**src/rtl/i2c_scl_ctrl.sv**
```systemverilog
// Command-driven open-drain SCL generator for the SHT40 I2C path: START, repeated START,
// 9-clock BYTE and STOP sequences, with phase strobes for the SDA shifter and stretch timeout.
module i2c_scl_ctrl #(
  parameter int HALF_PERIOD = 20,
  parameter int STRETCH_MAX = 1000,
  parameter int CNT_W       = 16
) (
  input  logic       clk,
  input  logic       rst_n,
  input  logic       Cmd_Valid,
  input  logic [1:0] Cmd,
  output logic       Cmd_Ready,
  input  logic       Scl_In,
  output logic       Scl_Oe,
  output logic       Sda_Set,
  output logic       Sda_Sample,
  output logic       Sda_Start_Req,
  output logic       Sda_Stop_Req,
  output logic [3:0] Bit_Index,
  output logic       Busy,
  output logic       Done,
  output logic       Cmd_Err,
  output logic       Timeout,
  output logic [3:0] Scl_State_Out
);

  typedef enum logic [3:0] {
    ST_IDLE       = 4'd0,
    ST_HOLD_LOW   = 4'd1,
    ST_PRE_LOW    = 4'd2,
    ST_WAIT_HIGH  = 4'd3,
    ST_HIGH       = 4'd4,
    ST_START_HOLD = 4'd5,
    ST_STOP_HOLD  = 4'd6,
    ST_BYTE_LOW   = 4'd7
  } state_t;

  localparam logic [1:0]       CMD_START = 2'b00;
  localparam logic [1:0]       CMD_BYTE  = 2'b01;
  localparam logic [1:0]       CMD_STOP  = 2'b10;
  localparam logic [1:0]       CMD_RSVD  = 2'b11;
  localparam logic [CNT_W-1:0] CNT_ZERO  = {CNT_W{1'b0}};
  localparam logic [CNT_W-1:0] CNT_ONE   = CNT_ZERO + {{(CNT_W-1){1'b0}}, 1'b1};
  localparam logic [CNT_W-1:0] CNT_FULL  = {CNT_W{1'b1}};
  localparam logic [CNT_W-1:0] HP_LAST   = CNT_W'(HALF_PERIOD - 1);
  localparam logic [CNT_W-1:0] HP_MID    = CNT_W'(HALF_PERIOD / 2);
  localparam logic [CNT_W-1:0] STR_LAST  = CNT_W'((STRETCH_MAX > 0) ? STRETCH_MAX - 1 : 0);
  localparam bit               TO_EN     = (STRETCH_MAX != 0);

  function automatic logic drives_low(input state_t st);
    case (st)
      ST_HOLD_LOW, ST_PRE_LOW, ST_BYTE_LOW: drives_low = 1'b1;
      default:                              drives_low = 1'b0;
    endcase
  endfunction

  function automatic logic is_rest(input state_t st);
    is_rest = (st == ST_IDLE) || (st == ST_HOLD_LOW);
  endfunction

  logic             scl_meta_r, scl_sync_r;
  state_t           state_r, state_s;
  logic [CNT_W-1:0] cnt_r, cnt_s, str_r, str_s;
  logic [3:0]       bit_r, bit_s;
  logic [1:0]       op_r, op_s;
  logic             accept_s, done_s, err_s, tout_s, start_s, stop_s;
  logic             set_s, sample_s, busy_s, ready_s, oe_s;
  logic             scl_oe_r, set_r, sample_r, start_r, stop_r;
  logic             busy_r, ready_r, done_r, err_r, tout_r;

  assign accept_s = Cmd_Valid && ready_r;

  // Two-flop synchronizer for the asynchronous SCL pad level
  always_ff @(posedge clk or negedge rst_n) begin
    if (!rst_n) begin
      scl_meta_r <= 1'b1;
      scl_sync_r <= 1'b1;
    end else begin
      scl_meta_r <= Scl_In;
      scl_sync_r <= scl_meta_r;
    end
  end

  // Next-state, phase/stretch counters and event decode
  always_comb begin
    state_s = state_r;
    cnt_s   = cnt_r;
    str_s   = str_r;
    bit_s   = bit_r;
    op_s    = op_r;
    done_s  = 1'b0;
    err_s   = 1'b0;
    tout_s  = 1'b0;
    start_s = 1'b0;
    stop_s  = 1'b0;
    case (state_r)
      ST_IDLE, ST_HOLD_LOW: begin
        cnt_s = CNT_ZERO;
        if (!accept_s) begin
          state_s = state_r;
        end else if (Cmd == CMD_RSVD || (state_r == ST_IDLE && Cmd != CMD_START)) begin
          err_s = 1'b1;
        end else begin
          op_s  = Cmd;
          bit_s = 4'd0;
          if (state_r == ST_IDLE) begin
            state_s = ST_WAIT_HIGH;
            str_s   = CNT_ZERO;
          end else if (Cmd == CMD_BYTE) begin
            state_s = ST_BYTE_LOW;
          end else begin
            state_s = ST_PRE_LOW;
          end
        end
      end
      ST_PRE_LOW, ST_BYTE_LOW: begin
        if (cnt_r == HP_LAST) begin
          state_s = ST_WAIT_HIGH;
          cnt_s   = CNT_ZERO;
          str_s   = CNT_ZERO;
        end else begin
          cnt_s = cnt_r + CNT_ONE;
        end
      end
      ST_WAIT_HIGH: begin
        // The cycle that first sees SCL high already counts as high-phase cycle 0
        if (scl_sync_r) begin
          state_s = ST_HIGH;
          cnt_s   = CNT_ONE;
        end else if (TO_EN && str_r == STR_LAST) begin
          state_s = ST_IDLE;
          tout_s  = 1'b1;
          str_s   = CNT_ZERO;
          bit_s   = 4'd0;
        end else if (str_r == CNT_FULL) begin
          str_s = str_r;
        end else begin
          str_s = str_r + CNT_ONE;
        end
      end
      ST_HIGH: begin
        if (cnt_r != HP_LAST) begin
          cnt_s = cnt_r + CNT_ONE;
        end else begin
          cnt_s = CNT_ZERO;
          case (op_r)
            CMD_START: begin
              state_s = ST_START_HOLD;
              start_s = 1'b1;
            end
            CMD_STOP: begin
              state_s = ST_STOP_HOLD;
              stop_s  = 1'b1;
            end
            CMD_BYTE: begin
              if (bit_r == 4'd8) begin
                state_s = ST_HOLD_LOW;
                bit_s   = 4'd0;
                done_s  = 1'b1;
              end else begin
                state_s = ST_BYTE_LOW;
                bit_s   = bit_r + 4'd1;
              end
            end
            default: state_s = ST_IDLE;
          endcase
        end
      end
      ST_START_HOLD, ST_STOP_HOLD: begin
        if (cnt_r == HP_LAST) begin
          state_s = (state_r == ST_START_HOLD) ? ST_HOLD_LOW : ST_IDLE;
          cnt_s   = CNT_ZERO;
          done_s  = 1'b1;
        end else begin
          cnt_s = cnt_r + CNT_ONE;
        end
      end
      default: begin
        state_s = ST_IDLE;
        cnt_s   = CNT_ZERO;
      end
    endcase
  end

  assign oe_s     = drives_low(state_s);
  assign set_s    = ((state_s == ST_PRE_LOW) || (state_s == ST_BYTE_LOW)) && (cnt_s == HP_MID);
  assign sample_s = (state_s == ST_HIGH) && (op_s == CMD_BYTE) && (cnt_s == HP_MID);
  assign busy_s   = !is_rest(state_s) || done_s || err_s || tout_s;
  assign ready_s  = is_rest(state_s) && !busy_s;

  // FSM state and counters
  always_ff @(posedge clk or negedge rst_n) begin
    if (!rst_n) begin
      state_r <= ST_IDLE;
      cnt_r   <= CNT_ZERO;
      str_r   <= CNT_ZERO;
      bit_r   <= 4'd0;
      op_r    <= CMD_START;
    end else begin
      state_r <= state_s;
      cnt_r   <= cnt_s;
      str_r   <= str_s;
      bit_r   <= bit_s;
      op_r    <= op_s;
    end
  end

  // Outputs registered from next-state so each one lines up with the phase it belongs to
  always_ff @(posedge clk or negedge rst_n) begin
    if (!rst_n) begin
      scl_oe_r <= 1'b0;
      set_r    <= 1'b0;
      sample_r <= 1'b0;
      start_r  <= 1'b0;
      stop_r   <= 1'b0;
      busy_r   <= 1'b0;
      ready_r  <= 1'b1;
      done_r   <= 1'b0;
      err_r    <= 1'b0;
      tout_r   <= 1'b0;
    end else begin
      scl_oe_r <= oe_s;
      set_r    <= set_s;
      sample_r <= sample_s;
      start_r  <= start_s;
      stop_r   <= stop_s;
      busy_r   <= busy_s;
      ready_r  <= ready_s;
      done_r   <= done_s;
      err_r    <= err_s;
      tout_r   <= tout_s;
    end
  end

  assign Scl_Oe        = scl_oe_r;
  assign Sda_Set       = set_r;
  assign Sda_Sample    = sample_r;
  assign Sda_Start_Req = start_r;
  assign Sda_Stop_Req  = stop_r;
  assign Busy          = busy_r;
  assign Cmd_Ready     = ready_r;
  assign Done          = done_r;
  assign Cmd_Err       = err_r;
  assign Timeout       = tout_r;
  assign Bit_Index     = bit_r;
  assign Scl_State_Out = state_r;

endmodule

```
**config.mk**
```make
export PLATFORM = sky130hd
export DESIGN_NAME = i2c_scl_ctrl
export DESIGN_NICKNAME = d
export VERILOG_FILES = /design/src/rtl/i2c_scl_ctrl.sv
export SDC_FILE = /design/constraint.sdc
export NUM_CORES = 1
export LEC_CHECK = 0
export BUFFER_PORTS_ARGS = -buffer_cell sky130_fd_sc_hd__clkbuf_2
export CORE_ASPECT_RATIO = 1.25
export CORE_UTILIZATION = 60
export DETAILED_ROUTE_END_ITERATION = 10
export GPL_TIMING_DRIVEN = 0
export PLACE_DENSITY = 0.82
export SYNTH_ARGS = -nofsm -noshare
export SYNTH_HDL_FRONTEND = slang
export SYNTH_SLANG_ARGS = --single-unit
export TNS_END_PERCENT = 30
```
**constraint.sdc**
```tcl
create_clock -name clk -period 3.2 [get_ports clk]
set_clock_uncertainty 0.2 [all_clocks]
set_input_delay 0.48 -clock clk [delete_from_list [all_inputs] [get_ports clk]]
set_output_delay 0.48 -clock clk [all_outputs]
set_load 0.03 [all_outputs]
```
; Word-level counts from Yosys, hierarchy flattened
; Cells that the tools add are included.
[word_totals]
reg_bits = 54
out_inout_bits = 18
word_cells = 132
input_bits = 6
[op_classes]
mux = 54
reduce_logical = 27
addsub = 3
n_eq_ne = 31
[op_table]
columns = cell, n
row1 = two-way mux 16 bit, 10
row2 = one-hot mux 16 bit (3 select lines), 2
row3 = two-way mux 4 bit, 14
row4 = adder 16 x 1 -> 16 bit (second input constant), 2
row5 = == test 4 x 3 -> 1 bit (second input constant), 6
row6 = one-hot mux 4 bit (5 select lines), 1
row7 = two-way mux 1 bit, 18
row8 = == test 16 x 10 -> 1 bit (second input constant), 1
row9 = == test 16 bit (second input constant), 1
row10 = == test 16 x 4 -> 1 bit (second input constant), 1
row11 = == test 16 x 5 -> 1 bit (second input constant), 1
row12 = != test 16 x 5 -> 1 bit (second input constant), 1
row13 = != test 2 bit (second input constant), 8
row14 = AND reduction 7 bit, 2
row15 = == test 4 x 2 -> 1 bit (second input constant), 3
row16 = one-hot mux 4 bit (3 select lines), 1
row17 = two-way mux 3 bit, 3
row18 = one-hot mux 3 bit (3 select lines), 1
row19 = == test 4 x 1 -> 1 bit (second input constant), 2
row20 = logical NOT 4 bit, 2
row21 = == test 2 x 1 -> 1 bit (second input constant), 3
row22 = logical AND 1 bit, 6
row23 = logical OR 1 bit, 6
row24 = two-way mux 2 bit, 3
row25 = 12 further kinds, 17

; Longest topological paths before layout
[logic_depth]
word_depth = 14
depth_mapped = 10
mapped_depth_nobuf = 8

; Worst setup path before layout
; Ideal clock, no wire load.
[synth_path]
path_kind = reg-to-reg
from = register cnt_r[0]
to = register sample_r (netlist: Sda_Sample)
period_less_slack_ns = 2.748
t_arrival_ns = 2.462
required_ns = 2.914
n_path_buf = 1
setup_slack_ns = 0.452
setup_time_ns = 0.086
path_stages_with_launch = 10
path_cell_list = dfrtp_1 ha_1 nor4b_2 and4_4 buf_6 o32ai_1 nand2_1 a2111oi_2 or4b_1 nor3_1
[synth_between]
elab_chain_len = 6
word_cells_on_any_way = 15
cone_classes = 1 x add/sub / 4 x eq/ne / 8 x mux / 2 x reduce/logical
[synth_lines]
columns = item, line
row1 = from (decl), 63  ; logic [CNT_W-1:0] cnt_r, cnt_s, str_r, str_s;
row2 = from (signal assigned), 201  ; cnt_r <= cnt_s;
row3 = "parallel branches: the longest is 5 deep, another holds adder 16 x 1 -> 16 bit", --
row4 = logical AND 1 bit (*), 187  ; assign sample_s = (state_s == ST_HIGH) && (op_s == CMD_BYTE) && (cnt_s == HP_MID);
row5 = via sample_s, 67  ; logic set_s, sample_s, busy_s, ready_s, oe_s;
row6 = to (signal assigned), 224  ; sample_r <= sample_s;
row7 = to (decl), 68  ; logic scl_oe_r, set_r, sample_r, start_r, stop_r;
; Mark *: on every way through the listed nets, which the timed path passes.
; A chain may end at the register's enable or synchronous reset.

; Worst setup path in the final report
[layout_path]
from = register cnt_r[1]
to = register sample_r (netlist: Sda_Sample)
; Same word-level chain as after synthesis.

==> impl_metrics.sql <==
INSERT INTO impl_metrics (metric_group, metric, value, unit) VALUES
('synthesis', 'synth-async-reset-ratio', '100', '%'),
('cells_and_area', 'final.fill_count', '401', ''),
('timing', 'report.final.slew_viol_count', '0', ''),
('cells_and_area', 'insertedDiodeCount', '0', ''),
('cells_and_area', 'utilization', '69.6', '%'),
('worst_setup_path', 'startpoint_type', 'register', ''),
('placed_design', 'portBuffers', '23', ''),
('cells_and_area', 'area.growth.synth_to_final', '11.0', '%'),
('synthesis', 'syn_avg_cell_area', '8.62', 'µm²'),
('cts', 'path_clk_slew', '110', 'ps'),
('synthesis', 'flops_latches_synth', '54', ''),
('cts', 'cts_root_buffer', 'clkbuf_8', ''),
('cts', 'cts_buf_count', '5', ''),
('worst_setup_path', 'critical_path_arrival', '3040', 'ps'),
('routing', 'post_drt_via_cell_ratio', '6.55', ''),
('worst_setup_path', 'crit_path_buf_inv_count', '1', ''),
('power_and_ir_drop', 'p_per_area', '473', 'nW/µm²'),
('cells_and_area', 'num-nets-final', '414', ''),
('worst_setup_path', 'crit_family', 'simple AND/OR/NAND/NOR gates', ''),
('placed_design', 'hpwlAfterDp', '5700', 'µm'),
('synthesis', 'ys.warnings.count', '0', ''),
('worst_setup_path', 'timing.critical_path.required', '3240', 'ps'),
('power_and_ir_drop', 'irDropWorstVdd', '449', 'µV'),
('grt', 'gr-usage-all-layers', '30.5', '%'),
('routing', 'routed_wl', '7810', 'µm'),
('synthesis', 'sequential_element_share_of_the_synthesized_area', '42.3', '%'),
('job', 'cap_violations', '0', ''),
('cts', 'cts_buffer_depth', '2', ''),
('timing', 'relative_slew_margins', '61.5', '%'),
('worst_setup_path', 'critical_path.slowest_cell', 'or4b_1', ''),
('timing', 'finalSetupViolCount', '0', ''),
('worst_setup_path', 'worst_setup_path_endpoint', 'Sda_Sample$_DFF_PN0_', ''),
('cts', 'worst_skew_pair.late_latency', '320', 'ps'),
('timing', 'post-route-period-util', '93.8', '%'),
('timing', 'setup_tns', '0', 'ps'),
('timing', 'min_period', '3000', 'ps'),
('worst_setup_path', 'regToRegStartpoint', 'cnt_r[1]$_DFF_PN0_', ''),
('worst_setup_path', 'peak_per_stage_delay_on_the_critical_path', '510', 'ps'),
('synthesis', 'synth_enable_flop_cells', '0', ''),
('worst_setup_path', 'path_depth', '9', ''),
('grt', 'globalRoute.totalOverflow', '0', ''),
('cts', 'cts.repair_timing.setup_buffer_count', '0', ''),
('synthesis', 'synthTopCellsByArea', 'dfrtp_1 (40%), nand2_1 (5.3%), o21ai_0 (5.0%)', ''),
('outcome', 'outcome', 'completed', ''),
('placed_design', 'gp_routability_congestion', '0.908', ''),
('synthesis', 'synth_flop_cell', 'dfrtp_1', ''),
('timing', 'fmaxAchievable', '333', 'MHz'),
('cells_and_area', 'final-instance-count-excl-fill', '467', ''),
('floorplan', 'pin_count', '24', ''),
('grt', 'grt_max_degree', '55', ''),
('synthesis', 'synth_cell_types', '69', ''),
('timing', 'report.final.hold_viol_count', '0', ''),
('floorplan', 'die_y', '83.7', 'µm'),
('cts', 'tritoncts_num_sinks', '54', ''),
('cells_and_area', 'area.sequential', '1360', 'µm²'),
('grt', 'global_route_wire_length_before_repair', '13200', 'µm'),
('routing', 'route.vias.total', '3057', ''),
('routing', 'post_route_antenna_net_violation_count', '0', ''),
('grt', 'antenna_found_initial', '0', ''),
('cells_and_area', 'layout_commonest_cell', 'dfrtp_1', ''),
('routing', 'dr.pass1.iters', '5', ''),
('floorplan', 'effective_utilization_at_floorplan', '62.7', '%'),
('cells_and_area', 'drive_above_1_share', '13.3', '%'),
('floorplan', 'die_x', '67.4', 'µm'),
('synthesis', 'mappedNetlistArea', '3210', 'µm²'),
('synthesis', 'synthCells', '372', ''),
('placed_design', 'dp_cells', '457', ''),
('synthesis', 'synth_top_area_cell', 'dfrtp_1', ''),
('floorplan', 'die_outline_area', '5640', 'µm²'),
('power_and_ir_drop', 'power.static_leakage', '0.00148', 'µW'),
('floorplan', 'core_area', '5120', 'µm²');
flip-flops by register name, indices dropped and copies added (netlist names), 2 cells and up:
signal and count:
cnt_r 16, str_r 16, Bit_Index 4, Scl_State_Out 4, op_r 2
worst reg2reg max path, cell delays in order, from the launching register on:
cell	delay, ps
dfrtp_1	470
ha_4	220
nor4b_2	170
and4_4	210
buf_6	140
o32ai_1	300
nand2_1	120
a2111oi_2	380
or4b_1	510
nor3_1	220
where the power goes:
group	total (µW)	internal, µW	switching (µW)
Combinational	371	124	247
Sequential	830	757	73.8
Clock	480	238	243
Total	1680	1120	564
cell families (layout without fill, tap and decap cells):
group,count (synthesis),count (layout),share of synthesized area (%)
fa+ha+maj,5,5,1.87
simple gates,171,171,29.1
flops,54,54,42.3
compound gates,104,104,20.8
xor+xnor,3,3,0.820
other cells,1,1,0.117
mux,2,2,0.664
buf+inv,32,65,4.33
how the worst min path moves through the flow:
stage | from | endpoint | slack (ps) | cells past startpoint
6_report | Scl_In | scl_meta_r$_DFF_PN1_ | 50 | 1
2_1_floorplan | rst_n | Bit_Index[0]$_DFFE_PN0P_ | -20 | 0
5_1_grt | Scl_In | scl_meta_r$_DFF_PN1_ | 40 | 1
3_5_place_dp | scl_meta_r$_DFF_PN1_ | scl_sync_r$_DFF_PN1_ | 150 | 0
3_3_place_gp | scl_meta_r$_DFF_PN1_ | scl_sync_r$_DFF_PN1_ | 150 | 0
4_1_cts | Scl_In | scl_meta_r$_DFF_PN1_ | 50 | 1
cell usage after synthesis (4+ instances only):
library cell / number
nand4_1: 11
nand3_1: 22
nor4_1: 8
clkbuf_1: 9
a31oi_1: 9
or3_1: 4
nand2_1: 45
dfrtp_1: 51
o31ai_1: 5
inv_1: 14
and3_1: 4
nor2_1: 20
buf_2: 6
nor3_1: 19
o21ai_0: 32
o21ai_1: 4
a21oi_1: 17
nor2b_1: 4
ha_1: 4
o21a_1: 4
timing repair:
item,in CTS,in global routing
hold buffers,0,1
setup endpoints to repair,0,2
hold endpoints to repair,0,21
resized for setup,0,3
metrics by stage:
stage                     power, µW  instance area [µm²]  hold slack, ps
after floorplan                1090                 3210           -15.6
after global placement         1190                 3400             146
after detailed placement       1200                 3400             153
after CTS                      1680                 3510            45.6
after global routing           1770                 3560            36.5
final                          1680                 3560            49.0
routing by layer:
| metal | vias to the layer above | part of all wire, % | global-route usage, % |
|---|---|---|---|
| met2 | 95 | 51 | 50.8 |
| met1 | 1489 | 43 | 39.7 |
| met5 | - | 0 | 0 |
| met3 | 18 | 3.9 | 4.37 |
| li1 | 1455 | - | - |
| met4 | 0 | 1.9 | 10.1 |
area by class of cell:
class                           instances  share of cell area (%)
Buffer                                 18                    2.43
Multi-Input combinational cell        286                    48.5
Clock buffer                            5                    1.93
Clock inverter                          3                    1.34
Inverter                               14                    1.48
Tap cell                               62                    2.18
Sequential cell                        54                    38.1
Timing Repair Buffer                   25                    4.08
Power figures use the tool's default switching activity.
